===== src/rtl/led_pkg.sv =====
// Shared rate-mode encoding for the LED rate tick generator.
// Mode index selects half-period = CLK_HZ >> mode.
package led_pkg;

    localparam int MODE_W = 2;

    typedef logic [MODE_W-1:0] mode_t;

    localparam mode_t RATE_0P5HZ = 2'd0;
    localparam mode_t RATE_1HZ   = 2'd1;
    localparam mode_t RATE_2HZ   = 2'd2;
    localparam mode_t RATE_4HZ   = 2'd3;

    // Wraps 4 Hz back to 0.5 Hz through natural 2-bit overflow.
    function automatic mode_t next_mode(input mode_t m);
        return mode_t'(m + 1'b1);
    endfunction

endpackage


===== src/rtl/btn_debounce.sv =====
// Button synchronizer and debouncer with a one-cycle press pulse.
// A new level is accepted after DEBOUNCE_CYC consecutive differing samples.
module btn_debounce
    import led_pkg::*;
#(
    parameter int DEBOUNCE_CYC = 1000000
) (
    input  logic clk_i,
    input  logic rst_ni,
    input  logic btn_i,
    output logic press_o
);

    localparam int CNT_W = (DEBOUNCE_CYC > 1) ? $clog2(DEBOUNCE_CYC) : 1;
    localparam logic [CNT_W-1:0] CNT_MAX = CNT_W'(DEBOUNCE_CYC - 1);

    logic             sync1_q;
    logic             sync2_q;
    logic             stable_q, stable_d;
    logic [CNT_W-1:0] cnt_q, cnt_d;
    logic             press_q, press_d;

    always_comb begin
        cnt_d    = cnt_q;
        stable_d = stable_q;
        press_d  = 1'b0;
        // Any sample agreeing with the accepted level restarts the qualification.
        if (sync2_q == stable_q) begin
            cnt_d = '0;
        end else if (cnt_q == CNT_MAX) begin
            cnt_d    = '0;
            stable_d = sync2_q;
            press_d  = sync2_q;
        end else begin
            cnt_d = cnt_q + 1'b1;
        end
    end

    always_ff @(posedge clk_i or negedge rst_ni) begin
        if (!rst_ni) begin
            sync1_q  <= 1'b0;
            sync2_q  <= 1'b0;
            stable_q <= 1'b0;
            cnt_q    <= '0;
            press_q  <= 1'b0;
        end else begin
            sync1_q  <= btn_i;
            sync2_q  <= sync1_q;
            stable_q <= stable_d;
            cnt_q    <= cnt_d;
            press_q  <= press_d;
        end
    end

    assign press_o = press_q;

endmodule


===== src/rtl/led_rate_tick_gen.sv =====
// Selectable-rate square clock and tick generator for the LED chaser.
// Define LED_RATE_TICK_PAUSE_EN to add the PAUSE freeze input.
module led_rate_tick_gen
    import led_pkg::*;
#(
    parameter int CLK_HZ       = 50000000,
    parameter int DEBOUNCE_CYC = 1000000,
    parameter int RESET_MODE   = 1
) (
    input  logic              CLK,
    input  logic              RST,
    input  logic              BTN,
`ifdef LED_RATE_TICK_PAUSE_EN
    input  logic              PAUSE,
`endif
    output logic              CLK_O,
    output logic              TICK,
    output logic [MODE_W-1:0] MODE
);

    localparam int CW = (CLK_HZ > 1) ? $clog2(CLK_HZ) : 1;

    // HALF may equal 2**CW, so the terminal value is formed before narrowing.
    function automatic logic [CW-1:0] term_of(input mode_t m);
        int unsigned half;
        half = int'(CLK_HZ) >> m;
        return CW'(half - 1);
    endfunction

    logic          press;
    logic          run;
    logic [CW-1:0] cnt_q, cnt_d;
    logic          clk_q, clk_d;
    logic          tick_q, tick_d;
    mode_t         mode_q, mode_d;

    btn_debounce #(
        .DEBOUNCE_CYC (DEBOUNCE_CYC)
    ) u_btn (
        .clk_i   (CLK),
        .rst_ni  (RST),
        .btn_i   (BTN),
        .press_o (press)
    );

`ifdef LED_RATE_TICK_PAUSE_EN
    assign run = ~PAUSE;
`else
    assign run = 1'b1;
`endif

    always_comb begin
        cnt_d  = cnt_q;
        clk_d  = clk_q;
        tick_d = 1'b0;
        mode_d = mode_q;
        // A mode step outranks a coincident terminal count.
        if (press) begin
            mode_d = next_mode(mode_q);
            cnt_d  = '0;
            clk_d  = 1'b0;
        end else if (run) begin
            if (cnt_q == term_of(mode_q)) begin
                cnt_d  = '0;
                clk_d  = ~clk_q;
                tick_d = ~clk_q;
            end else begin
                cnt_d = cnt_q + 1'b1;
            end
        end
    end

    always_ff @(posedge CLK or negedge RST) begin
        if (!RST) begin
            cnt_q  <= '0;
            clk_q  <= 1'b0;
            tick_q <= 1'b0;
            mode_q <= MODE_W'(RESET_MODE);
        end else begin
            cnt_q  <= cnt_d;
            clk_q  <= clk_d;
            tick_q <= tick_d;
            mode_q <= mode_d;
        end
    end

    assign CLK_O = clk_q;
    assign TICK  = tick_q;
    assign MODE  = mode_q;

endmodule


===== config.mk =====
export PLATFORM = sky130hd
export DESIGN_NAME = led_rate_tick_gen
export DESIGN_NICKNAME = d
export VERILOG_FILES = /design/src/rtl/led_pkg.sv /design/src/rtl/btn_debounce.sv /design/src/rtl/led_rate_tick_gen.sv
export SDC_FILE = /design/constraint.sdc
export NUM_CORES = 1
export LEC_CHECK = 0
export ABC_AREA = 1
export BUFFER_PORTS_ARGS = -buffer_cell sky130_fd_sc_hd__buf_2
export CORE_MARGIN = 3
export CORE_UTILIZATION = 40
export DETAILED_ROUTE_END_ITERATION = 7
export GPL_ROUTABILITY_DRIVEN = 0
export GPL_TIMING_DRIVEN = 0
export REMOVE_ABC_BUFFERS = 1
export SYNTH_ARGS = -nofsm -noshare
export SYNTH_HDL_FRONTEND = slang
export SYNTH_SLANG_ARGS = --single-unit

===== constraint.sdc =====
create_clock -name CLK -period 6.4 [get_ports CLK]
set_clock_uncertainty 0.15 [all_clocks]
set_input_delay 0.32 -clock CLK [delete_from_list [all_inputs] [get_ports CLK]]
set_output_delay 0.32 -clock CLK [all_outputs]
set_load 0.02 [all_outputs]

==> Yosys cells after proc, flatten, opt, wreduce, memory -nomap -nowiden <==
Index checks and enable logic that the tools add are counted.
{ "totals": {"ff_bits": 54, "inputBits": 3, "out_inout_bits": 4, "wordCells": 31} }
{ "op_classes": {"add_sub_neg": 4, "eq_ne": 3, "shifts": 1, "muxes": 10, "n_bitwise": 2, "reduce_logical": 2} }
{ "op_table": {"columns": ["operator", "count"], "rows": [
  ["2-to-1 mux 26 bit", 2],
  ["2-to-1 mux 20 bit", 2],
  ["adder 26 x 1 -> 26 bit, second input constant", 1],
  ["equality test 26 bit", 1],
  ["right shift 26 x 2 -> 26 bit, first input constant", 1],
  ["subtractor 26 x 1 -> 26 bit, second input constant", 1],
  ["adder 20 x 1 -> 20 bit, second input constant", 1],
  ["equality test 20 bit, second input constant", 1],
  ["2-to-1 mux 1 bit", 6],
  ["adder 2 x 1 -> 2 bit, second input constant", 1],
  ["inverter 1 bit", 2],
  ["AND reduction 2 bit", 1],
  ["nonzero test 2 bit", 1],
  ["equality test 1 bit", 1]
]} }

==> Logic depth before layout (Yosys ltp) <==
Gate-level depths: netlist of run 1.
{ "logic_depth": {"ltp_word": 5, "depth_mapped": 15, "depth_no_buf": 14} }

==> Cells and area by module <==
From an unflattened synthesis of run 1, not the netlist that was laid out.
{ "unflattened": {"hier_cells": 471, "area_unflattened_um2": 3548.4} }
{ "by_module_without_submodules": {"columns": ["module", "instances", "cells_per_inst", "area_per_inst_um2", "seq_area_each_um2"], "rows": [
  ["led_rate_tick_gen", 1, 304, 2153.3, 752.0],
  ["btn_debounce", 1, 167, 1395.1, 600.6]
]} }

==> Least setup slack after synthesis of run 1 <==
Ideal clock, no wire load.
{ "synth_timing": {"kind": "flip-flop to flip-flop", "start": "reg mode_q[0] (netlist: MODE[0])", "end": "reg cnt_q[16]", "setup_ns": 0.121, "arrival_ns": 2.109, "t_required_ns": 6.129, "path_slack_ns": 4.020, "stages_incl_launch_ff": 15, "path_buffers": 1, "synth_period_minus_slack_ns": 2.380, "path_cell_list": "dfstp_2 > ha_1 > inv_1 > ha_1 > inv_1 > nand2_1 > nand2_1 > nand2_1 > nor2_1 > nand2_1 > nor2_2 > nand2_2 > nand2_4 > buf_6 > nor2_1"} }
{ "synth_between": {"elab_chain_len": 5} }
{ "synth_lines": {"columns": ["item", "line", "text"], "rows": [
  ["start, declared", "led_rate_tick_gen.sv:35", "mode_t mode_q, mode_d;"],
  ["start signal, assigned", "led_rate_tick_gen.sv:78", "mode_q <= MODE_W'(RESET_MODE);"],
  ["start signal, assigned", "led_rate_tick_gen.sv:83", "mode_q <= mode_d;"],
  ["right shift 26 x 2 -> 26 bit", "led_rate_tick_gen.sv:26", "half = int'(CLK_HZ) >> m;"],
  ["subtractor 26 x 1 -> 26 bit", "led_rate_tick_gen.sv:27", "return CW'(half - 1);"],
  ["equality test 26 bit", "led_rate_tick_gen.sv:63", "if (cnt_q == term_of(mode_q)) begin"],
  ["2-to-1 mux 26 bit", "led_rate_tick_gen.sv:63", null],
  ["2-to-1 mux 26 bit", "led_rate_tick_gen.sv:58", "if (press) begin"],
  ["named net cnt_d[16]", "led_rate_tick_gen.sv:32", "logic [CW-1:0] cnt_q, cnt_d;"],
  ["end signal, assigned", "led_rate_tick_gen.sv:80", "cnt_q <= cnt_d;"],
  ["end, declared", "led_rate_tick_gen.sv:32", null]
]} }
The timed path passes the listed nets, and every way through them passes these cells.
A chain may end at the register's enable or synchronous reset.

==> Worst setup path after layout of run 1 <==
{ "layout_timing": {"start": "reg mode_q[0] (netlist: MODE[0])", "end": "reg cnt_q[20]"} }
Same word-level chain as after synthesis.

==> results.py, run 1 <==
metrics = {
    "yosys": {
        "synthFlopType": "dfrtp_1",
        "synthMuxAreaShare": 0,
        "synth_top_cell_area_share": 0.407,
        "ys_ff_latch": 54,
        "yosys_warnings": 0,
        "syn-cell-area_um2": 3260,
        "synthAdderAreaFrac": 0.0384,
        "ys_seq_area_frac": 0.415,
        "yosysMostFrequentCell": "nand2_1",
        "synth_top_family_by_area": "simple AND/OR/NAND/NOR gates",
        "synthArstFlopShare": 1.00,
        "yosysTopAreaCell": "dfrtp_1",
        "synth_edf_count": 0,
        "synth_xor_area_frac": 0.0753,
        "synth_area_leaders": "dfrtp_1 41%, nand2_1 12%, nor2_1 9.7%, inv_1 6.1%, xor2_1 5.6%",
        "synth_compound_area_frac": 0.0346,
        "avgSynthCellArea_um2": 7.37,
        "synth-simple-area-share": 0.359,
        "synth_commonest_cells": "102 x nand2_1, 84 x nor2_1, 53 x dfrtp_1, 53 x inv_1, 30 x nand3_1",
        "synth_cells": 442,
        "synthDistinctLibCells": 28,
    },
    "global_route": {
        "gr-total-overflow": 0,
        "antenna_found_initial": 0,
        "grt_max_degree": 55,
        "grt_first_pass_wirelength_mm": 12.1,
        "grtUsageTotal": 0.168,
        "grt_pass1_vias": 2607,
    },
    "finish": {
        "regArea_um2": 1350,
        "area_growth_pct": 7.41,
        "antenna_cells": 0,
        "num-nets-final": 463,
        "drive_gt1_frac": 0.0665,
        "multi_input_area_um2": 1650,
        "fillers": 793,
        "final_core_util": 0.448,
    },
    "placed_design": {
        "port_buffers": 6,
        "hpwl_mm": 5.15,
    },
    "drt": {
        "ant_nets": 0,
        "remaining_drc_errors": 0,
        "routed_wirelength_mm": 7.00,
        "avgViaCountPerCell": 4.82,
        "wl_per_cell_um": 12.7,
        "drt_iter0_drc": 147,
        "drt_pass1_iterations": 4,
        "vias": 2663,
    },
    "clocking": {
        "clkLatencyLatePin_ns": 0.31,
        "clock_path_buffers": 2,
        "ctsRootBufferMaster": "clkbuf_8",
        "cts-htree-levels": 2,
        "cts_tree": "done",
        "cts_made_buffers": 5,
        "postCtsSetupRepairBufs": 0,
        "clock_sinks": 54,
        "cts_resized": 0,
        "path_clk_slew_ns": 0.11,
        "ctsHoldBuffers": 1,
    },
    "floorplanning": {
        "core_um2": 7810,
        "io_pins": 7,
        "die_area_um2": 9260,
        "initial_core_util": 0.417,
        "placementRows": 32,
        "die_h_um": 96.3,
        "fp.dieW_um": 96.3,
    },
    "timing": {
        "max-slew-margin-rel": 0.202,
        "setup_viol": 0,
        "finalSetupTns_ns": 0,
        "fin_crit_sh": 0.427,
        "slew_violations": 0,
        "min_period_ns": 2.73,
        "rsz0062_at_grt": "no",
        "tightest_slew_ns": 1.20,
        "hold_viol": 0,
        "fmax_mhz": 366,
        "hold_ws_ns": 0.0748,
    },
    "power_and_ir_drop": {
        "p_leak_nw": 1.56,
        "report.power.total_w": 0.000596,
        "ir_drop_mv": 0.124,
        "power_density_nw_per_um2": 170,
    },
    "worst_hold_path": {
        "min_path_type": "in2async",
    },
    "critical_path": {
        "critPathArrivalTime_ns": 2.77,
        "startpoint_type": "register",
        "worst_setup_path_end_kind": "register",
        "startpoint": "MODE[0]",
        "required_ns": 6.44,
        "crit_path_max_fanout": 22,
        "r2r_start": "MODE[0]",
        "critical_path_class": "reg2reg",
    },
    "flow_run": {
        "cap_violations": 0,
    },
    "status": {
        "status": "completed",
    },
}
final cells by class:
type | count | share of cell area
clock buffers | 5 | 0.0197
repair buffers | 7 | 0.0114
well taps | 102 | 0.0365
clock inverters | 3 | 0.0136
inverters | 56 | 0.0601
flip-flops and latches | 54 | 0.386
multi-input cells | 326 | 0.472
layer usage:
metal,vias to the layer above,routed length (um),track usage
met5,-,0,0
met4,0,41,0.0379
met3,2,176,0.0258
met2,32,3390,0.293
met1,1231,3390,0.219
li1,1398,-,-
flip-flops by register name, summed over array words and instances, names as in the netlist:
name	cells
cnt_q	26
u_btn.cnt_q	20
MODE	2
CLK_O	1
TICK	1
u_btn.press_o	1
u_btn.stable_q	1
u_btn.sync1_q	1
u_btn.sync2_q	1
power by group:
group	internal, W	leakage [nW]	switching (W)
combinational	0.00000241	0.775	0.0000100
sequential	0.000343	0.729	0.00000124
clock	0.000119	0.0587	0.000120
final timing paths:
path | slack [ns] | end | cells after the start
min | 0.07 | cnt_q[8] | 1
max | 3.67 | cnt_q[20] | 13
max reg2reg | 3.67 | cnt_q[20] | 13
min reg2reg | 0.21 | u_btn.sync2_q | 0
max in group asynchronous | 5.27 | cnt_q[10] | 1
min in group CLK | 0.21 | u_btn.sync2_q | 0
placed cells by master, fill, tap and decap left out, types with 2 or more instances in the layout:
cell,netlist,final
inv_2,3,3
xnor2_1,7,7
ha_1,10,10
nand3b_1,3,3
inv_1,53,53
nand3_1,30,30
nand2_2,2,2
o21ai_0,8,8
o21ai_2,2,2
a21oi_1,8,8
xor2_1,21,21
nor3b_1,5,5
nand2_1,102,102
clkbuf_8,0,5
buf_2,2,6
nor3_1,22,22
nand4_1,11,11
nor2_2,5,5
dfrtp_1,53,53
nor2_1,84,84
stage by stage:
| step | std cells | worst slack, ns | instance area, um^2 |
|---|---|---|---|
| 2_1_floorplan | 436 | 4.03 | 3220 |
| 3_3_place_gp | 544 | 3.70 | 3370 |
| 3_5_place_dp | 544 | 3.68 | 3370 |
| 4_1_cts | 553 | 3.65 | 3500 |
| 5_1_grt | 553 | 3.51 | 3500 |
| 6_report | 553 | 3.67 | 3500 |
logic make-up after synthesis:
family / count (synthesis)
AO/OA/AOI/OAI: 20
XOR/XNOR: 28
AND/OR/NAND/NOR: 268
flip-flops: 54
buffers and inverters: 62
adder cells (fa/ha/maj): 10
worst max-delay path, stage by stage (launching register included):
cell	delay, ns
dfstp_2	0.69
ha_1	0.31
inv_1	0.10
ha_1	0.32
inv_1	0.08
nand2_1	0.05
nand2_1	0.09
nand2_1	0.06
nor2_1	0.08
nand2_1	0.07
nor2_2	0.16
nand2_2	0.12
nand2_4	0.24
nor2_1	0.08
Note: power is estimated with default switching activity, not from simulation.
==> run 2, diff against run 1 <==
==> constraint.sdc (replaced) <==
create_clock -name CLK -period 2.55 [get_ports CLK]
set_clock_uncertainty 0.15 [all_clocks]
set_input_delay 0.1275 -clock CLK [delete_from_list [all_inputs] [get_ports CLK]]
set_output_delay 0.1275 -clock CLK [all_outputs]
set_load 0.02 [all_outputs]
==> results.py, run 2 (synthesis results as in run 1) <==
metrics = {
    "placed_design": {
        "pre_cts_ws_ns": -0.170,
        "hpwl_mm": 5.15,
        "port_buffers": 6,
    },
    "drt": {
        "remaining_drc_errors": 0,
        "ant_nets": 0,
        "drt_iter0_drc": 164,
        "routed_wirelength_mm": 7.18,
        "drt_pass1_iterations": 4,
        "avgViaCountPerCell": 4.81,
        "vias": 2678,
        "wl_per_cell_um": 12.9,
    },
    "worst_hold_path": {
        "hp-start": "u_btn.sync1_q",
        "min_path_type": "reg2reg",
        "holdPathEnd": "u_btn.sync2_q",
        "min_path_cells": 0,
    },
    "floorplanning": {
        "initial_core_util": 0.417,
        "fp.dieW_um": 96.3,
        "core_um2": 7810,
        "io_pins": 7,
        "die_area_um2": 9260,
        "die_h_um": 96.3,
        "placementRows": 32,
    },
    "status": {
        "status": "completed",
    },
    "clocking": {
        "clkLatencyLatePin_ns": 0.31,
        "ctsRootBufferMaster": "clkbuf_8",
        "clock_path_buffers": 2,
        "cts-htree-levels": 2,
        "path_clk_slew_ns": 0.11,
        "cts_made_buffers": 5,
        "clock_sinks": 54,
        "cts_tree": "done",
    },
    "finish": {
        "layout_common_cells": "102 x nand2_1, 84 x nor2_1, 53 x inv_1, 52 x dfrtp_1, 30 x nand3_1",
        "area_growth_pct": 9.49,
        "drive_gt1_frac": 0.0769,
        "antenna_cells": 0,
        "num-nets-final": 467,
        "regMostFlops": "cnt_q",
        "fillers": 784,
        "final_common_cell": "nand2_1",
        "largest_register_ffs": 26,
    },
    "power_and_ir_drop": {
        "ir_drop_mv": 0.311,
        "power_density_nw_per_um2": 420,
        "p_leak_nw": 1.60,
    },
    "timing": {
        "slew_violations": 0,
        "finalSetupTns_ns": 0,
        "max-slew-margin-rel": 0.205,
        "fin_crit_sh": 0.959,
        "fmax_mhz": 409,
        "min_period_ns": 2.44,
        "hold_viol": 0,
        "setup_viol": 0,
        "tightest_slew_ns": 1.19,
        "setup_ws_ns": 0.106,
    },
    "flow_run": {
        "cap_violations": 0,
    },
    "global_route": {
        "grt_max_degree": 55,
        "grt_first_pass_wirelength_mm": 12.2,
        "antenna_found_initial": 0,
        "grt_pass1_vias": 2618,
        "gr-total-overflow": 0,
        "grtUsageTotal": 0.169,
    },
    "critical_path": {
        "reg2reg_depth": 13,
        "critPathArrivalTime_ns": 2.50,
        "required_ns": 2.60,
        "rr_endpoint": "cnt_q[16]",
        "worst-r2r-setup-slack_ns": 0.11,
        "r2r_start": "MODE[0]",
        "critical_path_class": "reg2reg",
        "worst_setup_path_end_kind": "register",
        "crit_path_max_fanout": 11,
        "startpoint_type": "register",
    },
}
[run 2: repair_timing]
item                                    in CTS  in global routing
pin swaps                                    0                  2
hold endpoints to repair                    54                  0
hold buffers                                 2                  0
endpoints found under the setup margin      22                 22
setup buffers                                2                  0
resized for setup                            2                  4
cloned                                       0                  1
[run 2: worst max-delay path by stage]
stage	slack [ns]	startpoint	end
6_report	0.11	MODE[0]	cnt_q[16]
5_1_grt	-0.02	MODE[0]	cnt_q[6]
4_1_cts	0.02	MODE[0]	cnt_q[24]
3_5_place_dp	-0.17	MODE[0]	cnt_q[24]
3_3_place_gp	-0.15	MODE[0]	cnt_q[20]
2_1_floorplan	0.18	MODE[0]	cnt_q[18]
[run 2: critical path, stage by stage, from the launching register on]
cell and delay (ns):
dfstp_2 0.58, ha_2 0.24, inv_1 0.08, ha_1 0.31, inv_1 0.08, nand2_1 0.05, nand2_1 0.09, nand2_1 0.06
nor2_1 0.08, nand2_1 0.09, nor2_4 0.15, nand2_4 0.13, nand2_8 0.16, nor2_1 0.06
[run 2: area by class of cell]
class                   instances  area, um^2  area share
clock buffers                   5        68.8      0.0193
clock inverters                 3        47.5      0.0133
inverters                      56         210      0.0589
multi-input cells             327        1690       0.475
flip-flops and latches         54        1350       0.380
well taps                     102         128      0.0358
repair buffers                 10        65.1      0.0182
[run 2: metrics by stage]
step	total power, W	instance area (um^2)	util	std cells	hold WS (ns)
5_1_grt	0.00157	3570	0.457	557	0.229
2_1_floorplan	0.000891	3220	-	436	-0.318
3_5_place_dp	0.000914	3370	0.432	544	0.0875
3_3_place_gp	0.000913	3370	0.432	544	0.0870
6_report	0.00150	3570	0.457	557	0.206
4_1_cts	0.00153	3530	0.453	556	0.212
[run 2: layer usage]
metal,GRT usage,share of wire
met4,0.0379,0.0057
met3,0.0258,0.033
met5,0,0
met1,0.218,0.48
met2,0.295,0.48
[run 2: where the power goes]
group / total (W) / leakage, nW / switching (W) / internal [W]
clock: 0.000601 / 0.0587 / 0.000302 / 0.000298
sequential: 0.000864 / 0.728 / 0.00000310 / 0.000861
combinational: 0.0000322 / 0.814 / 0.0000252 / 0.00000700
total: 0.00150 / 1.60 / 0.000331 / 0.00117
==> run 3, diff against run 2 <==
==> constraint.sdc (replaced) <==
create_clock -name CLK -period 2.55 [get_ports CLK]
set_clock_uncertainty 0.15 [all_clocks]
set_input_delay 0.255 -clock CLK [delete_from_list [all_inputs] [get_ports CLK]]
set_output_delay 0.255 -clock CLK [all_outputs]
set_load 0.02 [all_outputs]
==> results.py, run 3 (synthesis results as in run 1) <==
metrics = {
    "status": {
        "status": "completed",
    },
    "floorplanning": {
        "core_um2": 7810,
        "initial_core_util": 0.417,
        "io_pins": 7,
        "die_h_um": 96.3,
        "die_area_um2": 9260,
        "fp.dieW_um": 96.3,
        "placementRows": 32,
    },
    "clocking": {
        "clkLatencyLatePin_ns": 0.31,
        "clock_sinks": 54,
        "cts_tree": "done",
        "ctsRootBufferMaster": "clkbuf_8",
        "clock_path_buffers": 2,
        "cts_made_buffers": 5,
        "path_clk_slew_ns": 0.11,
        "cts-htree-levels": 2,
    },
    "finish": {
        "area_growth_pct": 9.18,
        "largest_register_ffs": 26,
        "num-nets-final": 466,
        "drive_gt1_frac": 0.0771,
        "fillers": 785,
        "multi_input_area_um2": 1690,
        "antenna_cells": 0,
        "final_core_util": 0.456,
        "regArea_um2": 1350,
        "final_common_cell": "nand2_1",
        "layout_common_cells": "102 x nand2_1, 84 x nor2_1, 53 x inv_1, 52 x dfrtp_1, 30 x nand3_1",
        "regMostFlops": "cnt_q",
    },
    "critical_path": {
        "critPathArrivalTime_ns": 2.49,
        "required_ns": 2.60,
        "worst_setup_path_end_kind": "register",
        "critical_path_class": "reg2reg",
        "crit_path_max_fanout": 11,
        "startpoint_type": "register",
    },
    "power_and_ir_drop": {
        "p_leak_nw": 1.60,
        "sw_frac_of_total": 0.221,
        "clkPwrFrac": 0.402,
        "intPower_w": 0.00117,
        "power_density_nw_per_um2": 421,
        "power.switching_w": 0.000331,
        "ir_drop_mv": 0.311,
        "pwr-share-comb": 0.021,
        "power_frac_seq": 0.577,
    },
    "global_route": {
        "grt_pass1_vias": 2618,
        "grt_first_pass_wirelength_mm": 12.2,
        "grt_max_degree": 55,
        "grtUsageTotal": 0.169,
        "antenna_found_initial": 0,
        "gr-total-overflow": 0,
    },
    "timing": {
        "hold_viol": 0,
        "min_period_ns": 2.44,
        "setup_viol": 0,
        "tightest_slew_ns": 1.19,
        "setup_ws_ns": 0.115,
        "fin_crit_sh": 0.955,
        "slew_violations": 0,
        "max-slew-margin-rel": 0.204,
        "fmax_mhz": 411,
        "hold_ws_ns": 0.00835,
    },
    "drt": {
        "avgViaCountPerCell": 4.82,
        "wl_met1_mm": 3.51,
        "wl_per_cell_um": 13.0,
        "drt_iter0_drc": 130,
        "ant_nets": 0,
        "dr_wl_met3_um": 160,
        "drt_pass1_iterations": 5,
        "routed_wirelength_mm": 7.20,
        "vias": 2679,
        "topRoutingLayerUsed": "met4",
        "remaining_drc_errors": 0,
        "dr_wl_met2_mm": 3.49,
    },
    "placed_design": {
        "hpwl_mm": 5.15,
        "port_buffers": 6,
        "pre_cts_ws_ns": -0.170,
    },
    "flow_run": {
        "cap_violations": 0,
    },
    "worst_hold_path": {
        "min_path_type": "in2async",
    },
}
[run 3: timing repair]
action / in CTS / in global routing
setup buffers: 2 / 0
endpoints found under the setup margin: 22 / 22
pin swaps: 0 / 2
resized for setup: 2 / 4
hold buffers: 1 / 0
gates cloned: 0 / 1
hold endpoints to repair: 1 / 0
[run 3: power groups by stage]
stage | sequential [W] | clock [W] | combinational, W
final | 0.000864 | 0.000601 | 0.0000311
after global routing | 0.000865 | 0.000663 | 0.0000377
after CTS | 0.000864 | 0.000629 | 0.0000333
after detailed placement | 0.000881 | 0 | 0.0000325
after global placement | 0.000881 | 0 | 0.0000318
after floorplan | 0.000881 | 0 | 0.0000102
[run 3: worst paths after layout]
| path | startpoint | endpoint | slack (ns) | cells past startpoint |
|---|---|---|---|---|
| worst max-delay path | MODE[0] | cnt_q[16] | 0.11 | 13 |
| worst min-delay path | RST | cnt_q[8] | 0.008 | 1 |
| worst max register to register | MODE[0] | cnt_q[16] | 0.11 | 13 |
| worst min register to register | u_btn.sync1_q | u_btn.sync2_q | 0.21 | 0 |
| max in group asynchronous | RST | MODE[1] | 1.46 | 1 |
| min in group CLK | u_btn.sync1_q | u_btn.sync2_q | 0.21 | 0 |
[run 3: area by class of cell]
type,instances,share of cell area
inverter,56,0.0591
tap,102,0.0359
timing repair buffer,9,0.0155
sequential,54,0.381
clock buffer,5,0.0193
multi-input combinational,327,0.476
clock inverter,3,0.0134
[run 3: through the flow]
| step | power (W) | instances | instance area (um^2) | TNS (ns) |
|---|---|---|---|---|
| floorplan | 0.000891 | 436 | 3220 | 0 |
| global placement | 0.000913 | 544 | 3370 | -2.77 |
| detailed placement | 0.000914 | 544 | 3370 | -3.24 |
| CTS | 0.00153 | 555 | 3520 | 0 |
| global route | 0.00157 | 556 | 3560 | -0.172 |
| finish | 0.00150 | 556 | 3560 | 0 |
[run 3: layer usage]
layer  track usage  vias to the layer above
li1              -                     1405
met1         0.218                     1247
met2         0.295                       25
met3        0.0258                        2
met4        0.0379                        0
met5             0                        -
[run 3: critical path, cell delays in order (launching register included)]
cell	delay, ns
dfstp_2	0.59
ha_2	0.24
inv_1	0.08
ha_1	0.31
inv_1	0.07
nand2_1	0.05
nand2_1	0.09
nand2_1	0.06
nor2_1	0.08
nand2_1	0.09
nor2_4	0.15
nand2_4	0.13
nand2_8	0.16
nor2_1	0.06
